<file path="src/rtl/regfile_writeback.sv">
// Register-file writeback queue: 4-entry FIFO drained one entry per cycle, with hazard lookup.
// Optional macro WB_BYPASS_EN forwards the youngest pending data for query_r on query_data.
module regfile_writeback (
  input  logic        clk,
  input  logic        rst,
  input  logic        req_valid,
  output logic        req_ready,
  input  logic [2:0]  req_rd,
  input  logic [23:0] req_data,
  output logic [2:0]  Rw,
  output logic [23:0] BusW,
  output logic        enWrite,
  input  logic [2:0]  query_r,
  output logic        query_hit,
  output logic [23:0] query_data,
  output logic [2:0]  pending_cnt,
  output logic [7:0]  drop_cnt
);

  typedef enum logic {IDLE, DRAIN} state_t;

  state_t      state_reg, state_next;
  logic [2:0]  rd_mem   [4];
  logic [23:0] data_mem [4];
  logic [1:0]  wr_ptr_reg, rd_ptr_reg;
  logic [2:0]  cnt_reg;
  logic [7:0]  drop_reg;
  logic [2:0]  rw_reg;
  logic [23:0] busw_reg;
  logic        en_reg;
  logic        push, pop;
  logic [3:0]  slot_match;
  logic        out_match;

  assign req_ready   = !rst && (cnt_reg < 3'd4);
  assign push        = req_valid && req_ready;
  assign pending_cnt = cnt_reg;
  assign drop_cnt    = drop_reg;
  assign Rw          = rw_reg;
  assign BusW        = busw_reg;
  assign enWrite     = en_reg;

  always_ff @(posedge clk) begin
    if (rst) state_reg <= IDLE;
    else     state_reg <= state_next;
  end

  always_comb begin
    state_next = state_reg;
    case (state_reg)
      IDLE:  if (push) state_next = DRAIN;
      DRAIN: if (cnt_reg == 3'd1 && !push) state_next = IDLE;
      default: state_next = IDLE;
    endcase
  end

  // DRAIN guarantees a non-empty queue, so popping every DRAIN cycle is safe.
  always_comb begin
    pop = 1'b0;
    if (state_reg == DRAIN) pop = 1'b1;
  end

  always_ff @(posedge clk) begin
    if (push) begin
      rd_mem[wr_ptr_reg]   <= req_rd;
      data_mem[wr_ptr_reg] <= req_data;
    end
  end

  always_ff @(posedge clk) begin
    if (rst) begin
      wr_ptr_reg <= '0;
      rd_ptr_reg <= '0;
      cnt_reg    <= '0;
      drop_reg   <= '0;
      rw_reg     <= '0;
      busw_reg   <= '0;
      en_reg     <= 1'b0;
    end else begin
      if (push) wr_ptr_reg <= wr_ptr_reg + 2'd1;
      cnt_reg <= cnt_reg + {2'b00, push} - {2'b00, pop};
      en_reg  <= 1'b0;
      if (pop) begin
        rd_ptr_reg <= rd_ptr_reg + 2'd1;
        rw_reg     <= rd_mem[rd_ptr_reg];
        busw_reg   <= data_mem[rd_ptr_reg];
        en_reg     <= (rd_mem[rd_ptr_reg] != 3'd0);
        if (rd_mem[rd_ptr_reg] == 3'd0 && drop_reg != 8'hFF)
          drop_reg <= drop_reg + 8'd1;
      end
    end
  end

  // Slot gi is the gi-th oldest queued entry; only the first cnt_reg slots are live.
  genvar gi;
  generate
    for (gi = 0; gi < 4; gi++) begin : g_slot
      logic [1:0] idx;
      assign idx            = rd_ptr_reg + 2'(gi);
      assign slot_match[gi] = (3'(gi) < cnt_reg) && (rd_mem[idx] == query_r);
    end
  endgenerate

  assign out_match = en_reg && (rw_reg == query_r);
  assign query_hit = (query_r != 3'd0) && (out_match || (|slot_match));

`ifdef WB_BYPASS_EN
  logic [23:0] slot_data [4];
  logic [23:0] fwd_data;

  generate
    for (gi = 0; gi < 4; gi++) begin : g_fwd
      assign slot_data[gi] = data_mem[rd_ptr_reg + 2'(gi)];
    end
  endgenerate

  // Scan oldest to youngest so the last match (youngest) wins.
  always_comb begin
    fwd_data = '0;
    if (out_match) fwd_data = busw_reg;
    for (int k = 0; k < 4; k++)
      if (slot_match[k]) fwd_data = slot_data[k];
  end

  assign query_data = query_hit ? fwd_data : 24'h000000;
`else
  assign query_data = 24'h000000;
`endif

endmodule

</file>
<file path="config.mk">
export PLATFORM = sky130hd
export DESIGN_NAME = regfile_writeback
export DESIGN_NICKNAME = d
export VERILOG_FILES = /design/src/rtl/regfile_writeback.sv
export SDC_FILE = /design/constraint.sdc
export NUM_CORES = 1
export LEC_CHECK = 0
export ABC_AREA = 0
export CORE_ASPECT_RATIO = 0.9
export CORE_UTILIZATION = 53
export CTS_BUF_LIST = sky130_fd_sc_hd__clkbuf_4
export DETAILED_ROUTE_END_ITERATION = 7
export GPL_ROUTABILITY_DRIVEN = 0
export PLACE_DENSITY_LB_ADDON = 0.25
export SLEW_MARGIN = 10
export SYNTH_ARGS = -nofsm -noshare
export SYNTH_HDL_FRONTEND = slang
export SYNTH_SLANG_ARGS = --single-unit
</file>
<file path="constraint.sdc">
create_clock -name clk -period 4 [get_ports clk]
set_input_delay 0.8 -clock clk [delete_from_list [all_inputs] [get_ports clk]]
set_output_delay 0.8 -clock clk [all_outputs]
set_load 0.03 [all_outputs]
</file>
==> impl_results.md <==
* Status: finished clean
* Reg clk slew, reported paths at approximately 0.12 ns
* P_sw at roughly 1.2 mW
* CTS tree: done
* Largest Register: data_mem
* Initial antenna violation count at 0
* CTS H-tree depth at 4
* Count of unique library cells instantiated by Yosys at 33
* Mux cell area share after synthesis at between 10% and 20%
* Tmin final at between 3 and 4 ns
* Skew final at between 0.02 and 0.025 ns
* Fin crit share at ~90%
* Fill count at 834
* Startpoint types: flip-flop
* Seq/Total Area, Yosys at roughly two thirds
* Top delay family on crit path: buffers and inverters
* Worst Hold Class: flip-flop to flip-flop
* Mapped Cells at about 390
* Share of layout cells above drive strength 1 at around 18%
* Cell Chain, Critical Path: mux4_2, xnor2_1, nand4_1, nand3_1, o32a_1, clkdlybuf4s50_1
* Drt wl/cell at ~17 um
* Die H at 106 um
* Worst Path Buf+Inv at 1
* Synth top area share at roughly 51%
* CTS-repair resized insts at 0
* Initial Util at 55.1%
* Setup TNS at 0 ns
* Design area at around 7400 um2
* First-pass detailed-route iteration total at 4
* Final nets at about 500
* Num CTS Buffers at 17
* Synth warnings at 0
* Synth cell count leaders: edfxtp_1, dfxtp_1, nor2_1, mux4_2, mux2i_1
* Max reg flops at between 90 and 100
* Max_slew headroom at approximately 43%
* Setup Fix Bufs, Post-CTS at 0
* Pins Over Slew Limit at 0
* Mapped Area at 6350 um2
* Post-synth EDFFs at roughly 110
* Aggregate global routing overflow at 0
* Gr usage total at approximately a fifth
* Core area at ~12000 um2
* Synth area leaders: edfxtp_1, dfxtp_1, mux4_2
* Clock latency on the worst-skew pair at 0.51 ns
* Max incr delay on CP at around 0.66 ns
* Slew @ Worst Pin at 0.846 ns
* Vias after detailed routing at roughly 3300
* Pwr dens at about 530 nW/um2
* Final Hold Vio Count at 0
* Async SR Flop Fraction at 0%
* Combinational power share at 25.7%
* Cell Area, Placed at 7150 um2
* Synth Area in Compound Gates at less than 1%
* Clk buf depth at 2
* Seq pwr share at 49.7%
* Worst EP required at between 3 and 4 ns
* IO Port Bufs at between 70 and 80
* Top-level I/O count at 98
* Area grow syn2layout at 17.3%
* Sw Share at between 20% and 30%
* Avg Cell Area, Syn at between 15 and 20 um2
* Fmax at about 280 MHz
* # rows at 37
* Pleak at 2.53 nW
* DRT antenna net count at 0
* Max-cap viol count at 0
* Pin count of the biggest net entering global routing at between 40 and 50
* DIE WIDTH at about 120 um
* Crit. End Element: primary output
* Global-route wire length before repair at ~18000 um
* Vias per cell at about 5.2
* Routed wire length at ~11000 um
* Count leader, synth: edfxtp_1
* Worst path slowest cell: clkdlybuf4s50_1
* Synth area leader: edfxtp_1
* Yosys reg bits at 154
* First-iteration detailed-routing DRC count at 171
* Vias in the first global route at between 3000 and 4000
* RSZ-0062 raised after global routing: false
* Diode count at 0
* CTS sink cnt at roughly 150
* Root Driver: clkbuf_4
* Die area at 12400 um2
* Data arrival time of the worst path at 2.81 ns
* Synth Area in Adders at under 10%
* Overall Power at 3.94 mW
* Post-Synth Simple-Gate Area at approximately 5.8%
* Xor and xnor area share after synthesis at under 10%
* Clk pwr share at 24.6%
* Finish-stage setup viols at 0
* Pint at roughly 2.8 mW
* Crit path max fanout at 12
* # hold bufs at CTS at 0
* Predominant post-synthesis flop cell: edfxtp_1
* Drt drc at 0
* Worst VDD drop at about 0.42 mV
* Largest family of logic cells by synthesized area: multiplexers
* DP Wirelength at roughly 7000 um
* CP Class: flip-flop to primary output
[path summary, 6_finish.rpt]
check / from / endpoint / slack, ns / cells after the start
max: rd_ptr_reg[0]$_SDFFE_PP0P_ / query_hit / 0.39 / 6
min reg2reg: BusW[13]$_SDFFE_PP0P_ / BusW[13]$_SDFFE_PP0P_ / 0.51 / 2
min: BusW[13]$_SDFFE_PP0P_ / BusW[13]$_SDFFE_PP0P_ / 0.51 / 2
max reg2reg: flip-flop / drop_cnt[5]$_SDFFE_PP0P_ / 1.72 / 5
[cell usage in the layout, fill, tap and decap left out, types with 3 or more instances in the layout]
cell,synthesis,routed
edfxtp_1,108,108
clkdlybuf4s50_1,0,72
dfxtp_1,46,43
nor2_1,41,41
mux4_2,36,36
mux2i_1,27,27
xnor2_1,24,24
conb_1,1,24
clkbuf_4,0,20
inv_1,11,11
ha_1,9,9
buf_4,24,8
nand2_1,7,7
and3_1,5,5
nand4_1,5,5
nand3_1,4,4
bufinv_16,0,3
clkinv_2,0,3
clkinvlp_4,0,3
dfxtp_2,0,3
[per-stage QoR]
step | setup slack (ns) | std cells | hold slack, ns | util [%]
2_1_floorplan | 0.921 | 415 | 0.508 | -
3_3_place_gp | 0.590 | 606 | 0.471 | 62.0
3_5_place_dp | 0.562 | 606 | 0.480 | 62.0
4_1_cts | 0.311 | 638 | 0.518 | 64.6
5_1_grt | 0.150 | 638 | 0.552 | 64.6
6_report | 0.386 | 638 | 0.510 | 64.6
[power groups by stage]
| stage | sequential, mW | combinational, mW | clock (mW) |
|---|---|---|---|
| after floorplan | 2.07 | 0.647 | 0 |
| after global placement | 1.99 | 1.00 | 0 |
| after detailed placement | 1.99 | 1.02 | 0 |
| after CTS | 1.96 | 1.03 | 0.998 |
| after global routing | 1.97 | 1.09 | 1.07 |
| final | 1.95 | 1.01 | 0.969 |
[cells by family after synthesis]
family	Yosys count
AO/OA/AOI/OAI	8
XOR/XNOR	26
adder cells (fa/ha/maj)	10
buffers and inverters	58
flip-flops	154
multiplexers	63
other	1
AND/OR/NAND/NOR	72
[cell type report]
cell class	count	area, um2	area share, %
multi-input combinational	203	1950	26.2
timing repair buffer	81	786	10.6
inverter	12	45.0	0.605
sequential	154	4170	56.0
clock inverter	12	149	2.00
clock buffer	20	150	2.02
tap	156	195	2.62
[worst reg2reg max path: stages (launching register included)]
cell,delay [ns]
dfxtp_1,0.44
mux4_2,0.58
or3_1,0.61
nor4_4,0.37
xnor2_1,0.15
nor2_1,0.05
[per-layer routing]
layer | up-vias | global-route usage [%] | wire [um]
li1 | 1568 | - | -
met4 | 0 | 8.63 | 119
met1 | 1673 | 23.7 | 4690
met3 | 8 | 4.55 | 547
met5 | - | 0 | 0
met2 | 100 | 32.4 | 5680
Note: power is estimated with default switching activity, not from simulation.
==> variant: new RTL, config.mk and constraints unchanged <==
Build with the macro `WB_BYPASS_EN` defined.
--- a/src/rtl/regfile_writeback.sv
+++ b/src/rtl/regfile_writeback.sv
@@ -2,2 +2,4 @@
 // Optional macro WB_BYPASS_EN forwards the youngest pending data for query_r on query_data.
+`define WB_BYPASS_EN
+
 module regfile_writeback (
Formal check against the unedited RTL: not equivalent (a bounded check fails within 4 cycles, from zero or initial values and one cycle with rst high).
==> variant against the original RTL <==
The flow now finishes with violations (negative setup slack); critical path depth increased by 4; die area increased by 45%; final cell count increased by 69%; synthesized area increased by 46%; via count increased by 110%; clock power increased by 10%; routed wire length increased by 130%; cell area increased by 57%; sequential cell count unchanged; setup slack got worse by 400 ps; total power increased by 46%; first-iteration DRC count increased to 3.8 times the old value; combinational power increased to 2.7 times the old value; non-clock buffer count increased by 97; largest power group is now combinational logic; highest routed layer unchanged.
==> variant: results (changes against the original RTL) <==
qor: outcome.status finished with violations [was completed]
qor: outcome.violations negative setup slack
qor: sta.transition_time_of_the_tightest_slew_check_pin 1020 ps [was 846 ps]
qor: logic_synthesis.post_synth_main_area_contributors edfxtp_1 35%, mux4_2 14%, dfxtp_1 10%, mux2i_1 6.3%, a221oi_2 3.2% [was edfxtp_1 51%, dfxtp_1 15%, mux4_2 13%, mux2i_1 4.3%, xnor2_1 3.3%]
qor: logic_synthesis.synth_cell_type_count 55 [was 33]
qor: placement.placed_cell_area 10,500 um2 [was 7150 um2]
qor: layout.drive_above_1_share 35.9% [was 17.6%]
qor: layout.multi_input_gates 470 [was 203]
qor: placement.hpwlAfterDp 14,700 um [was 7000 um]
qor: logic_synthesis.synth_compound_area_share 14.8% [was 0.867%]
qor: sta.setup_viol_count_final 1 [was 0]
qor: critical_path.crit_path_top_delay_cell mux4_2 [was clkdlybuf4s50_1]
qor: clock_tree.worst_skew_pair.late_latency 600 ps [was 510 ps]
qor: layout.nonClkBufAreaFrac 16.1% [was 10.6%]
qor: power_and_ir_drop.ir_drop 285 uV [was 419 uV]
qor: logic_synthesis.post_synth_mux_area_share 24.0% [was 17.0%]
qor: layout.area.share.sequential 35.8% [was 56.0%]
qor: logic_synthesis.syn_inst 698 [was 392]
qor: sta.finalHoldWorstSlack 538 ps [was 510 ps]
qor: critical_path.crit_path_start rd_mem[0][1]$_DFFE_PP_ [was rd_ptr_reg[0]$_SDFFE_PP0P_]
qor: layout.n_fill_cell 1,109 [was 834]
qor: placement.place.port_buffers 97 [was 73]
qor: worst_hold_path.timing.hold.worst.start drop_cnt[1]$_SDFFE_PP0P_ [was BusW[13]$_SDFFE_PP0P_]
qor: logic_synthesis.ys_seq_area_share 45.0% [was 65.6%]
qor: clock_tree.cts_setup_buffers 21 [was 0]
qor: global_route.grt_pass1_wl 38,600 um [was 17,700 um]
qor: global_route.initial_antenna_violation_count 1 [was 0]
qor: sta.finalWorstSetupSlack -9.61 ps [was 386 ps]
qor: logic_synthesis.synth-xor-area-share 3.15% [was 3.59%]
qor: layout.final_net_count 874 [was 512]
qor: power_and_ir_drop.leakagePower 0.00383 uW [was 0.00253 uW]
qor: layout.signal_buffers 178 [was 81]
qor: detailed_routing.drtPass1Iterations 5 [was 4]
qor: sta.clock-skew-final 18.4 ps [was 23.2 ps]
qor: worst_hold_path.holdPathEnd drop_cnt[1]$_SDFFE_PP0P_ [was BusW[13]$_SDFFE_PP0P_]
qor: critical_path.arrival 3210 ps [was 2810 ps]
qor: detailed_routing.met2_wirelength 12,700 um [was 5680 um]
qor: critical_path.crit_end query_data[21] [was query_hit]
-- variant: cell types whose count changed after synthesis, moves of 8 or more --
cell / delta
mux4_2: +23
xnor2_1: -8
a2111oi_2: +19
buf_2: +16
a21oi_1: +24
mux2i_1: +31
o21a_1: +24
nand2_1: +25
o21ai_0: +46
mux2_2: +25
buf_4: -14
a221oi_2: +20
nand3_1: +23
-- variant: power by group through the flow --
stage | Sequential (uW) | Clock (uW) | Combinational, uW
after floorplan | 2090 | 0 | 1570
after global placement | 2030 | 0 | 2180
after detailed placement | 2040 | 0 | 2230
after CTS | 1990 | 1080 | 2410
after global routing | 2010 | 1150 | 2820
final | 2000 | 1070 | 2680
-- variant: cell families after synthesis --
kind of cell	count (synthesis)
adders and majority gates	10
DFF	154
xor gates and xnor gates	29
AOI/OAI and AO/OA	156
muxes	144
and+or+nand+nor	130
buffers and inverters	75
-- variant: layer usage --
metal	global-route usage, %	vias up
met3	4.80	57
met4	10.2	0
li1	-	3034
met2	48.6	384
met1	37.7	3507
met5	0	-
